<file path="config.mk">
export PLATFORM = sky130hd
export DESIGN_NAME = control_unit
export DESIGN_NICKNAME = d
export VERILOG_FILES = /design/src/rtl/cpu_pkg.sv /design/src/rtl/control_decode.sv /design/src/rtl/control_unit.sv
export SDC_FILE = /design/constraint.sdc
export NUM_CORES = 1
export LEC_CHECK = 0
export BUFFER_PORTS_ARGS = -buffer_cell sky130_fd_sc_hd__buf_2
export CAP_MARGIN = 20
export CORE_AREA = 10 10 77 62
export DETAILED_ROUTE_END_ITERATION = 8
export DIE_AREA = 0 0 87 72
export PLACE_DENSITY = 0.6
export SLEW_MARGIN = 0
export SYNTH_ARGS = -nofsm -noshare
export SYNTH_HDL_FRONTEND = slang
export SYNTH_SLANG_ARGS = --single-unit
</file>
<file path="constraint.sdc">
create_clock -name clk -period 5.8 [get_ports clk]
set_clock_uncertainty 0.2 [all_clocks]
set_input_delay 0.58 -clock clk [delete_from_list [all_inputs] [get_ports clk]]
set_output_delay 0.58 -clock clk [all_outputs]
set_load 0.01 [all_outputs]
</file>
<file path="src/rtl/cpu_pkg.sv">
// Shared constants for the 8-bit computer: opcodes, microstep encoding and
// control-word bit positions used by the control unit and its decoder.
package cpu_pkg;

   localparam int unsigned DATA_W = 8;

   localparam logic [DATA_W-1:0] OP_NOP  = 8'h00;
   localparam logic [DATA_W-1:0] OP_LDA  = 8'h01;
   localparam logic [DATA_W-1:0] OP_LDB  = 8'h02;
   localparam logic [DATA_W-1:0] OP_ADDA = 8'h03;
   localparam logic [DATA_W-1:0] OP_ADDB = 8'h04;
   localparam logic [DATA_W-1:0] OP_ADDO = 8'h05;
   localparam logic [DATA_W-1:0] OP_SUBA = 8'h06;
   localparam logic [DATA_W-1:0] OP_SUBB = 8'h07;
   localparam logic [DATA_W-1:0] OP_SUBO = 8'h08;
   localparam logic [DATA_W-1:0] OP_CMP  = 8'h09;
   localparam logic [DATA_W-1:0] OP_JMP  = 8'h0A;
   localparam logic [DATA_W-1:0] OP_JEQ  = 8'h0B;
   localparam logic [DATA_W-1:0] OP_JGT  = 8'h0C;
   localparam logic [DATA_W-1:0] OP_JLT  = 8'h0D;
   localparam logic [DATA_W-1:0] OP_HLT  = 8'h0F;

   // STEP_HALT is what `step` reads while the machine is parked.
   typedef enum logic [2:0] {
      STEP_T0   = 3'd0,
      STEP_T1   = 3'd1,
      STEP_T2   = 3'd2,
      STEP_T3   = 3'd3,
      STEP_T4   = 3'd4,
      STEP_HALT = 3'd5
   } step_e;

   localparam int unsigned CW_A_IN     = 0;
   localparam int unsigned CW_B_IN     = 1;
   localparam int unsigned CW_C_OUT    = 2;
   localparam int unsigned CW_FLAGS_IN = 3;
   localparam int unsigned CW_PC_OUT   = 4;
   localparam int unsigned CW_PC_INC   = 5;
   localparam int unsigned CW_PC_LOAD  = 6;
   localparam int unsigned CW_MAR_IN   = 7;
   localparam int unsigned CW_RAM_OUT  = 8;
   localparam int unsigned CW_OUT_IN   = 9;
   localparam int unsigned CW_W        = 10;

   typedef logic [CW_W-1:0] ctrl_t;

   function automatic logic has_operand(input logic [DATA_W-1:0] op);
      return op inside {OP_LDA, OP_LDB, OP_JMP, OP_JEQ, OP_JGT, OP_JLT};
   endfunction

endpackage

</file>
<file path="src/rtl/control_decode.sv">
// Combinational microcode ROM: maps microstep, opcode, ALU flags and halt
// state onto the control word. No state lives here.
module control_decode
   import cpu_pkg::*;
(
   input  step_e              step_i,
   input  logic [DATA_W-1:0]  opcode_i,
   input  logic               equal_i,
   input  logic               greater_i,
   input  logic               lesser_i,
   input  logic               halted_i,
   output ctrl_t              ctrl_o
);

   logic jump_taken;

   always_comb begin
      jump_taken = 1'b0;
      case (opcode_i)
         OP_JMP:  jump_taken = 1'b1;
         OP_JEQ:  jump_taken = equal_i;
         OP_JGT:  jump_taken = greater_i;
         OP_JLT:  jump_taken = lesser_i;
         default: jump_taken = 1'b0;
      endcase
   end

   always_comb begin
      ctrl_o = '0;
      if (!halted_i) begin
         case (step_i)
            STEP_T0: begin
               ctrl_o[CW_PC_OUT] = 1'b1;
               ctrl_o[CW_MAR_IN] = 1'b1;
            end
            STEP_T1: begin
               ctrl_o[CW_RAM_OUT] = 1'b1;
               ctrl_o[CW_PC_INC]  = 1'b1;
            end
            STEP_T2: begin
               case (opcode_i)
                  OP_LDA, OP_LDB, OP_JMP, OP_JEQ, OP_JGT, OP_JLT: begin
                     ctrl_o[CW_PC_OUT] = 1'b1;
                     ctrl_o[CW_MAR_IN] = 1'b1;
                  end
                  OP_ADDA, OP_SUBA: begin
                     ctrl_o[CW_C_OUT] = 1'b1;
                     ctrl_o[CW_A_IN]  = 1'b1;
                  end
                  OP_ADDB, OP_SUBB: begin
                     ctrl_o[CW_C_OUT] = 1'b1;
                     ctrl_o[CW_B_IN]  = 1'b1;
                  end
                  OP_ADDO, OP_SUBO: begin
                     ctrl_o[CW_C_OUT]  = 1'b1;
                     ctrl_o[CW_OUT_IN] = 1'b1;
                  end
                  OP_CMP:  ctrl_o[CW_FLAGS_IN] = 1'b1;
                  default: ;
               endcase
            end
            STEP_T3: begin
               case (opcode_i)
                  OP_LDA: begin
                     ctrl_o[CW_RAM_OUT] = 1'b1;
                     ctrl_o[CW_A_IN]    = 1'b1;
                     ctrl_o[CW_PC_INC]  = 1'b1;
                  end
                  OP_LDB: begin
                     ctrl_o[CW_RAM_OUT] = 1'b1;
                     ctrl_o[CW_B_IN]    = 1'b1;
                     ctrl_o[CW_PC_INC]  = 1'b1;
                  end
                  // Untaken conditional jumps just step the PC past the operand.
                  OP_JMP, OP_JEQ, OP_JGT, OP_JLT: begin
                     if (jump_taken) begin
                        ctrl_o[CW_RAM_OUT] = 1'b1;
                        ctrl_o[CW_PC_LOAD] = 1'b1;
                     end else begin
                        ctrl_o[CW_PC_INC]  = 1'b1;
                     end
                  end
                  default: ;
               endcase
            end
            default: ;
         endcase
      end
   end

endmodule

</file>
<file path="src/rtl/control_unit.sv">
// Instruction register and microstep sequencer. Holds IR, step and halt
// state; control outputs are a Moore decode forced low while reset is held.
module control_unit
   import cpu_pkg::*;
(
   input  logic               clk,
   input  logic               reset,
   input  logic [DATA_W-1:0]  bus,
   input  logic               equal,
   input  logic               greater,
   input  logic               lesser,
   output logic [DATA_W-1:0]  operation,
   output logic               a_enable_in,
   output logic               b_enable_in,
   output logic               c_enable_out,
   output logic               flags_enable_in,
   output logic               pc_enable_out,
   output logic               pc_inc,
   output logic               pc_load,
   output logic               mar_enable_in,
   output logic               ram_enable_out,
   output logic               out_enable_in,
   output logic [2:0]         step,
   output logic               halted
);

   step_e              step_q, step_d;
   logic [DATA_W-1:0]  ir_q, ir_d;
   logic               halted_q, halted_d;
   ctrl_t              ctrl_dec;
   ctrl_t              ctrl;

   always_ff @(posedge clk or negedge reset) begin
      if (!reset) begin
         step_q   <= STEP_T0;
         ir_q     <= '0;
         halted_q <= 1'b0;
      end else begin
         step_q   <= step_d;
         ir_q     <= ir_d;
         halted_q <= halted_d;
      end
   end

   // Halt is flagged as HLT is latched so `halted` is already high during its T2.
   always_comb begin
      step_d   = step_q;
      ir_d     = ir_q;
      halted_d = halted_q;
      case (step_q)
         STEP_T0: step_d = STEP_T1;
         STEP_T1: begin
            step_d   = STEP_T2;
            ir_d     = bus;
            halted_d = (bus == OP_HLT);
         end
         STEP_T2: begin
            if (halted_q)
               step_d = STEP_HALT;
            else if (has_operand(ir_q))
               step_d = STEP_T3;
            else
               step_d = STEP_T0;
         end
         STEP_T3:   step_d = STEP_T0;
         STEP_T4:   step_d = STEP_T0;
         STEP_HALT: step_d = STEP_HALT;
         default:   step_d = STEP_T0;
      endcase
   end

   control_decode u_decode (
      .step_i    (step_q),
      .opcode_i  (ir_q),
      .equal_i   (equal),
      .greater_i (greater),
      .lesser_i  (lesser),
      .halted_i  (halted_q),
      .ctrl_o    (ctrl_dec)
   );

   always_comb begin
      ctrl = reset ? ctrl_dec : '0;
   end

   assign a_enable_in     = ctrl[CW_A_IN];
   assign b_enable_in     = ctrl[CW_B_IN];
   assign c_enable_out    = ctrl[CW_C_OUT];
   assign flags_enable_in = ctrl[CW_FLAGS_IN];
   assign pc_enable_out   = ctrl[CW_PC_OUT];
   assign pc_inc          = ctrl[CW_PC_INC];
   assign pc_load         = ctrl[CW_PC_LOAD];
   assign mar_enable_in   = ctrl[CW_MAR_IN];
   assign ram_enable_out  = ctrl[CW_RAM_OUT];
   assign out_enable_in   = ctrl[CW_OUT_IN];

   assign operation = ir_q;
   assign step      = step_q;
   assign halted    = halted_q;

endmodule

</file>
## Word-level counts from Yosys, hierarchy flattened

Cells that the tools add are included.

| storage, ports and cells | value |
|---|---|
| output and inout port bits | 22 |
| flip-flop bits (word level) | 12 |

| operators by class | value |
|---|---|
| equal/unequal tests | 18 |
| reductions and logical operators | 9 |
| mux-type cells | 26 |

Operators by type and width:

| kind | number |
|---|---|
| 8-bit by 4-bit == test with 1-bit output (second input constant) | 7 |
| 8-bit by 3-bit == test with 1-bit output (second input constant) | 4 |
| 10-bit 2-to-1 mux | 2 |
| 8-bit by 2-bit == test with 1-bit output (second input constant) | 2 |
| 1-bit 2-to-1 mux | 13 |
| 3-bit case mux with 4 select lines | 1 |
| 6-bit OR reduction | 2 |
| 1-bit case mux with 2 select lines | 5 |
| 8-bit by 1-bit == test with 1-bit output (second input constant) | 1 |
| 2-bit OR reduction | 4 |
| 3-bit by 2-bit == test with 1-bit output (second input constant) | 2 |
| 6-bit nonzero test | 1 |
| 2-bit 2-to-1 mux | 2 |
| 1-bit case mux with 4 select lines | 1 |
| 2-bit case mux with 2 select lines | 1 |
| 4-bit OR reduction | 1 |
| 3-bit by 1-bit == test with 1-bit output (second input constant) | 1 |
| 3-bit == test (second input constant) | 1 |
| 3-bit zero test | 1 |
| 3-bit 2-to-1 mux | 1 |

## Depth between registers and ports, before layout

Gate-level depths: netlist (run 1).

| depth | value |
|---|---|
| depth in word-level cells | 7 |
| mapped depth | 6 |

## Hierarchy

From an unflattened synthesis (run 1), not the netlist that was laid out.

| unflattened totals | value |
|---|---|
| cell total of the unflattened synthesis | 104 |
| area total of the unflattened synthesis | 949.7 um2 |

By module, submodules not included:

| module | cells each | times used | area each (um2) | seq. area each (um2) |
|---|---|---|---|---|
| control_unit | 57 | 1 | 601.8 | 300.3 |
| control_decode | 47 | 1 | 347.8 | 0.0 |

## Least setup slack after synthesis (run 1)

No wires, ideal clock.

| timing | value |
|---|---|
| path kind | reg-to-output |
| from | register ir_q[1], in the netlist operation[1] |
| to | output pc_enable_out |
| path slack | 3278 ps |
| stages on the path, launching flop included | 7 |
| data arrival time | 1742 ps |
| path through | dfrtp_1 buf_6 or4b_4 o221ai_2 nand2_2 a211oi_2 buf_4 |

| on the way | value |
|---|---|
| word-level cells in the longest chain between the ends | 6 |

RTL lines:

| item | line | source |
|---|---|---|
| start, declared | control_unit.sv:28 | `logic [DATA_W-1:0] ir_q, ir_d;` |
| start signal, assigned | control_unit.sv:40 | `ir_q <= ir_d;` |
| 8-bit by 1-bit == test with 1-bit output (tied with other cells) | control_decode.sv:41 | `case (opcode_i)` |
| 6-bit OR reduction * | control_decode.sv:41 |  |
| 1-bit 2-to-1 mux * | control_decode.sv:41 |  |
| 1-bit case mux with 2 select lines * | control_decode.sv:31 | `case (step_i)` |
| 10-bit 2-to-1 mux * | control_decode.sv:30 | `if (!halted_i) begin` |
| 10-bit 2-to-1 mux * | control_unit.sv:83 | `ctrl = reset ? ctrl_dec : '0;` |
| end, declared | control_unit.sv:17 | `output logic pc_enable_out,` |

Every way passes the cells marked *; elsewhere a longest branch is shown, timed or not.

## Worst setup path in the final report (run 1)

| timing | value |
|---|---|
| from | register ir_q[0], in the netlist operation[0] |
| to | output pc_enable_out |

Same word-level chain as after synthesis.

==> results.yml, run 1 <==
run_status:
  status: "complete, no violations"
worst_setup_path:
  crit_path_end_kind: "output port"
  crit_type: "flip-flop to output port"
  cp_data_required_time_ps: 5020
  critPathArrivalTime_ps: 2000
  critPathLaunchType: "flip-flop"
  critPathMaxFanout: 13
final_layout:
  fill_cells: 341
  nets: 151
  syn_to_final_growth_pct: 27.3
  layout-drive-gt1-share_pct: 34.3
  final_util_pct: 33.4
  num_antenna_cells: 0
  multi_input_area_um2: 492
  regArea_um2: 300
synthesis:
  synth.net_count: 119
  syn_avg_cell_area_um2: 8.09
  syn-cell-area_um2: 857
  synth_edf_count: 0
  yosys-top-cells-area: "dfrtp_1 (35%), nand2_1 (9.2%), a21oi_1 (4.1%)"
  syn-instance-count: 106
  async_flop_share_pct: 100
  yosysWarningCount: 0
  ys_seq_area_share_pct: 35.0
  ys_types: 38
  synth_area_leader_cell: "dfrtp_1"
  ys_ff_latch: 12
  synth_ff_type: "dfrtp_1"
  synth_common_cells: "nand2_1 (21), dfrtp_1 (12), a21oi_1 (7)"
  synth_top_area_share_pct: 35.0
  yosysMostFrequentCell: "nand2_1"
drt:
  route.vias.total: 861
  drc: 0
  drtAntennaViolNets: 0
  first_pass_iters: 5
  viasPerCell: 4.86
  wl_per_cell_um: 14.4
  drtIter0Drc: 143
  wirelength_mm: 2.55
timing:
  max-slew-margin-rel_pct: 68.0
  period_share_pct: 47.9
  slew_viol_final: 0
  fin_ws_ps: 3020
  rsz0062_at_grt: "no"
  hold_violations: 0
  setup_viol: 0
  whs_ps: 28.4
  worst_pin_slew_ps: 479
  clock.fmax_ghz: 0.360
  fin_tns_setup_ps: 0
  period_minus_slack_ps: 2780
global_route:
  grt_pass1_vias: 840
  grt_usage_pct: 8.53
  antenna_found_initial: 0
  grt_pass1_wl_mm: 4.36
  grt_max_degree: 16
  gr-total-overflow: 0
placed_design:
  place_congestion: 0.809
  hpwl_mm: 2.04
  place_ws_ps: 3300
  placement.io_buffers: 34
power_and_ir_drop:
  internal_power_uw: 302
  peakVddDrop_mv: 0.198
  leakage_uw: 0.000520
  switchingPower_uw: 274
  p_comb_share_pct: 49.1
  p_per_area_nw_per_um2: 528
  power_frac_seq_pct: 34.7
  swShare_pct: 47.6
  clockPowerShare_pct: 16.2
cts:
  numCtsBuffers: 3
  htree_levels: 1
  ctsResizeCount: 0
  clockBufferDepth: 2
  tritoncts: "built"
  cts_num_sinks: 12
  post_cts_buffers: 0
  clk_latency_ps: 240
  postCtsHoldBufs: 0
  clk_pin_slew_ps: 60
  cts-root-buf: "clkbuf_8"
floorplan:
  die_y_um: 72
  core_area_um2: 3270
  rows: 18
  start_util_pct: 26.2
  io_pins: 35
  dieWidth_um: 87
  die_area_um2: 6260
flow_run:
  cap_violations: 0
min_path:
  hold_path.class: "input port to asynchronous set/reset pin"
==> per-stage QoR <==
step / cells / total power, µW / cell area [µm²]
floorplan: 106 / 402 / 857
global placement: 172 / 478 / 1030
detailed placement: 172 / 482 / 1030
CTS: 176 / 579 / 1090
global route: 177 / 636 / 1090
finish: 177 / 576 / 1090
==> worst max-delay path: stages, from the launching register on <==
cell and delay (ps):
dfrtp_1 590, or4b_4 520, o221ai_2 90, nand2_2 100, a211oi_2 270, buf_2 170
==> routing by layer <==
layer	track usage (%)	part of all wire [%]
met1	12.3	49
met2	10.1	38
met3	5.02	12
met4	2.15	0.63
met5	0	0
==> cell usage in the layout, fill, tap and decap left out, drive strengths merged, types with 2 or more instances in the layout <==
| cell type | synthesis | final |
|---|---|---|
| nand2b | 2 | 2 |
| inv | 5 | 5 |
| or3 | 2 | 2 |
| dfrtp | 12 | 12 |
| nor2 | 6 | 6 |
| buf | 6 | 35 |
| nor3b | 3 | 3 |
| nand3 | 3 | 3 |
| a21oi | 7 | 7 |
| nand3b | 2 | 2 |
| o31ai | 3 | 3 |
| nor4 | 2 | 2 |
| clkbuf | 2 | 4 |
| o21ai | 6 | 6 |
| nor3 | 6 | 6 |
| and3 | 2 | 2 |
| or4 | 2 | 2 |
| nand2 | 22 | 22 |
==> registers in the layout, indices dropped and copies added, names as in the netlist <==
| register | flops |
|---|---|
| operation | 8 |
| step | 3 |
| halted | 1 |
==> cell families (layout without fill, tap and decap cells) <==
| group | after synthesis | in the layout | synth area share, % |
|---|---|---|---|
| and+or+nand+nor | 57 | 57 | 36.5 |
| AOI/OAI and AO/OA | 21 | 21 | 17.7 |
| buffers and inverters | 13 | 44 | 7.59 |
| DFF | 12 | 12 | 35.0 |
| xor gates and xnor gates | 2 | 2 | 2.04 |
| muxes | 1 | 1 | 1.17 |
==> path summary, 6_finish.rpt <==
path | start | endpoint | slack [ps] | depth (start not counted)
setup / recovery | operation[0]$_DFFE_PN0N_ | pc_enable_out | 3020 | 5
setup reg to reg | operation[0]$_DFFE_PN0N_ | step[1]$_DFF_PN0_ | 3980 | 4
hold reg to reg | halted$_DFFE_PN0N_ | halted$_DFFE_PN0N_ | 370 | 2
min in group clk | bus[6] | operation[6]$_DFFE_PN0N_ | 340 | 3
max in group asynchronous | reset | step[2]$_DFF_PN0_ | 5130 | 1
hold / removal | reset | operation[0]$_DFFE_PN0N_ | 30 | 1
==> power by group through the flow <==
stage / clock network (µW) / registers (µW) / logic [µW]
2_1_floorplan: 0 / 170 / 232
5_1_grt: 101 / 213 / 323
4_1_cts: 96.1 / 200 / 283
3_3_place_gp: 0 / 199 / 279
3_5_place_dp: 0 / 201 / 281
6_report: 93.4 / 200 / 283
==> cell type report <==
cell class / instances / area share [%]
sequential: 12 / 27.5
multi-input combinational: 81 / 45.1
inverter: 5 / 1.72
timing repair buffer: 35 / 16.1
tap: 40 / 4.59
clock buffer: 4 / 5.05
Power figures use the tool's default switching activity.
==> run 2: changes to the inputs <==
Settings changed: ABC_AREA set to 1, CORE_AREA 10 10 77 62 to 10 10 74 60, DIE_AREA 0 0 87 72 to 0 0 84 70, PLACE_DENSITY 0.6 to 0.61.
Clock period 5.8 ns to 2.6 ns, I/O delays scaled along.
==> run 2 against run 1 <==
Non-clock buffer count up 1. Design area shrank 3.0%. Die area down 6.1%. Sequential power grew 73%. Power is 87% higher. Synthesized cell count rose by 17%. Flip-flop and latch count unchanged. Count of clock-buffer cells in the layout is 1 lower. Clock power increased by 70%. Via count down 0.23%. Routed wire length is 12% lower. Critical path depth is 2 higher.
==> results.yml, run 2 <==
floorplan:
  rows: 18
  die_y_um: 70
  dieWidth_um: 84
  die_area_um2: 5880
  io_pins: 35
  core_area_um2: 3110
  start_util_pct: 25.4
global_route:
  grt_pass1_wl_mm: 3.70
  antenna_found_initial: 0
  grt_use_met3_pct: 2.90
  gr-total-overflow: 0
  met1_usage_pct: 9.03
  grt_usage_pct: 7.44
  grt_max_degree: 14
  met2_usage_pct: 11.8
  grt_pass1_vias: 828
  grt.busiest_layer: "met2"
synthesis:
  synth_top_area_share_pct: 38.0
  synth_area_leader_cell: "dfrtp_1"
  synth_common_cells: "nand2_1 (39), nor2_1 (18), inv_1 (17)"
  synth_ff_type: "dfrtp_1"
  syn-instance-count: 124
  syn_avg_cell_area_um2: 6.37
  ys_types: 19
  yosysWarningCount: 0
  synth.net_count: 137
  syn-cell-area_um2: 790
  yosysMostFrequentCell: "nand2_1"
  yosys-top-cells-area: "dfrtp_1 (38%), nand2_1 (19%), nor2_1 (8.6%)"
  synth_edf_count: 0
  ys_ff_latch: 12
  async_flop_share_pct: 100
  ys_seq_area_share_pct: 38.0
cts:
  cts-root-buf: "clkbuf_8"
  cts_num_sinks: 12
  clk_pin_slew_ps: 50
  numCtsBuffers: 3
  htree_levels: 1
  clk_latency_ps: 230
  clockBufferDepth: 2
  tritoncts: "built"
drt:
  drtIter0Drc: 30
  viasPerCell: 4.27
  first_pass_iters: 4
  drc: 0
  drtAntennaViolNets: 0
  wirelength_mm: 2.23
  wl_per_cell_um: 11.1
  route.vias.total: 859
final_layout:
  layout-drive-gt1-share_pct: 29.8
  fin_area_um2: 1060
  syn_to_final_growth_pct: 34.1
  num_antenna_cells: 0
  final_util_pct: 34.1
  largest_register_ffs: 8
  final_common_cell: "nand2_1"
  mostFrequentLayoutCells: "nand2_1 (39), buf_2 (33), nor2_1 (18)"
  nets: 176
worst_setup_path:
  r2r_cells: 6
  path_buf_inv: 3
  reg2reg_to: "operation[5]$_DFFE_PN0N_"
  crit_path_cell_trace: "dlygate4sd3_1 -> clkbuf_4 -> nand2_1 -> nor2_1 -> nand2_1 -> o31ai_1 -> buf_2"
  critPathMaxFanout: 13
  crit_type: "input port to output port"
  r2r_setup_slack_ps: 1110
  critPathSlowestCell: "dlygate4sd3_1"
  path_delay_family: "buffers and inverters"
  critPathArrivalTime_ps: 1850
  crit_top_cell: "nand2_1"
  cp_data_required_time_ps: 2140
  crit_path_end_kind: "output port"
  slowest_delay_ps: 520
  critPathLaunchType: "input port"
  r2r-start: "step[2]$_DFF_PN0_"
  startpoint: "reset"
timing:
  period_minus_slack_ps: 2310
  max-slew-margin-rel_pct: 71.6
  setup_viol: 0
  period_share_pct: 88.7
  whs_ps: 42.2
  hold_violations: 0
  rsz0062_at_grt: "no"
  clock.fmax_ghz: 0.434
  worst_pin_slew_ps: 425
  fin_tns_setup_ps: 0
  slew_viol_final: 0
  fin_ws_ps: 294
min_path:
  holdPathEnd: "operation[6]$_DFFE_PN0N_"
  hold_path.class: "input port to flip-flop"
  min-delay-start: "bus[6]"
  holdPathStages: 3
run_status:
  status: "complete, no violations"
placed_design:
  hpwl_mm: 1.94
  place_congestion: 0.795
  place_ws_ps: 735
  post_dp_cell_area_um2: 1000
  placement.io_buffers: 34
flow_run:
  cap_violations: 0
power_and_ir_drop:
  peakVddDrop_mv: 0.382
  p_per_area_nw_per_um2: 1020
  leakage_uw: 0.000597
-- run 2: changes by cell type after synthesis, sizes merged, moves of 6 or more --
cell | before | now
a21oi | 7 | 1
inv | 5 | 19
nand2 | 22 | 41
nand3 | 3 | 11
nor2 | 6 | 23
-- run 2: how the worst max path moves through the flow --
stage,end,slack (ps),cells after the start
finish,b_enable_in,290,7
global route,b_enable_in,90,7
CTS,b_enable_in,200,7
detailed placement,b_enable_in,740,6
global placement,b_enable_in,710,6
floorplan,pc_enable_out,760,8
-- run 2: final cells by class --
| class | instances | area, µm² |
|---|---|---|
| Tap cell | 40 | 50.0 |
| Multi-Input combinational cell | 91 | 405 |
| Inverter | 19 | 71.3 |
| Clock buffer | 3 | 41.3 |
| Fill cell | 361 | 2050 |
| Sequential cell | 12 | 300 |
| Timing Repair Buffer | 36 | 190 |
-- run 2: kinds of logic after synthesis --
family	after synthesis	share of synthesized area, %
AOI/OAI and AO/OA	12	8.24
buffers and inverters	21	10.6
DFF	12	38.0
and+or+nand+nor	79	43.1
-- run 2: timing repair --
| item | 4_1_cts | 5_1_grt |
|---|---|---|
| hold buffers | 1 | 0 |
| resized for setup | 0 | 1 |
| endpoints found under the setup margin | 0 | 1 |
| buffers inserted | 0 | 0 |
| endpoints found under the hold margin | 12 | 0 |
-- run 2: routing by layer --
metal	vias to the layer above	part of all wire, %
met4	0	0.81
met1	371	49
met3	4	5.9
li1	460	-
met5	-	0
met2	24	45
-- run 2: worst min-delay path, delay by kind of cell --
family	cells	cell delay, ps
and+or+nand+nor	2	100
buffers and inverters	1	90
-- run 2: per-stage QoR --
step,cells,power [µW]
floorplan,124,726
global placement,197,931
detailed placement,197,927
CTS,201,1090
global route,201,1190
finish,201,1080
-- run 2: report_power, final --
part,internal [µW],switching (µW),total [µW]
sequential,266,81.5,347
clock,101,57.9,159
combinational,197,375,572
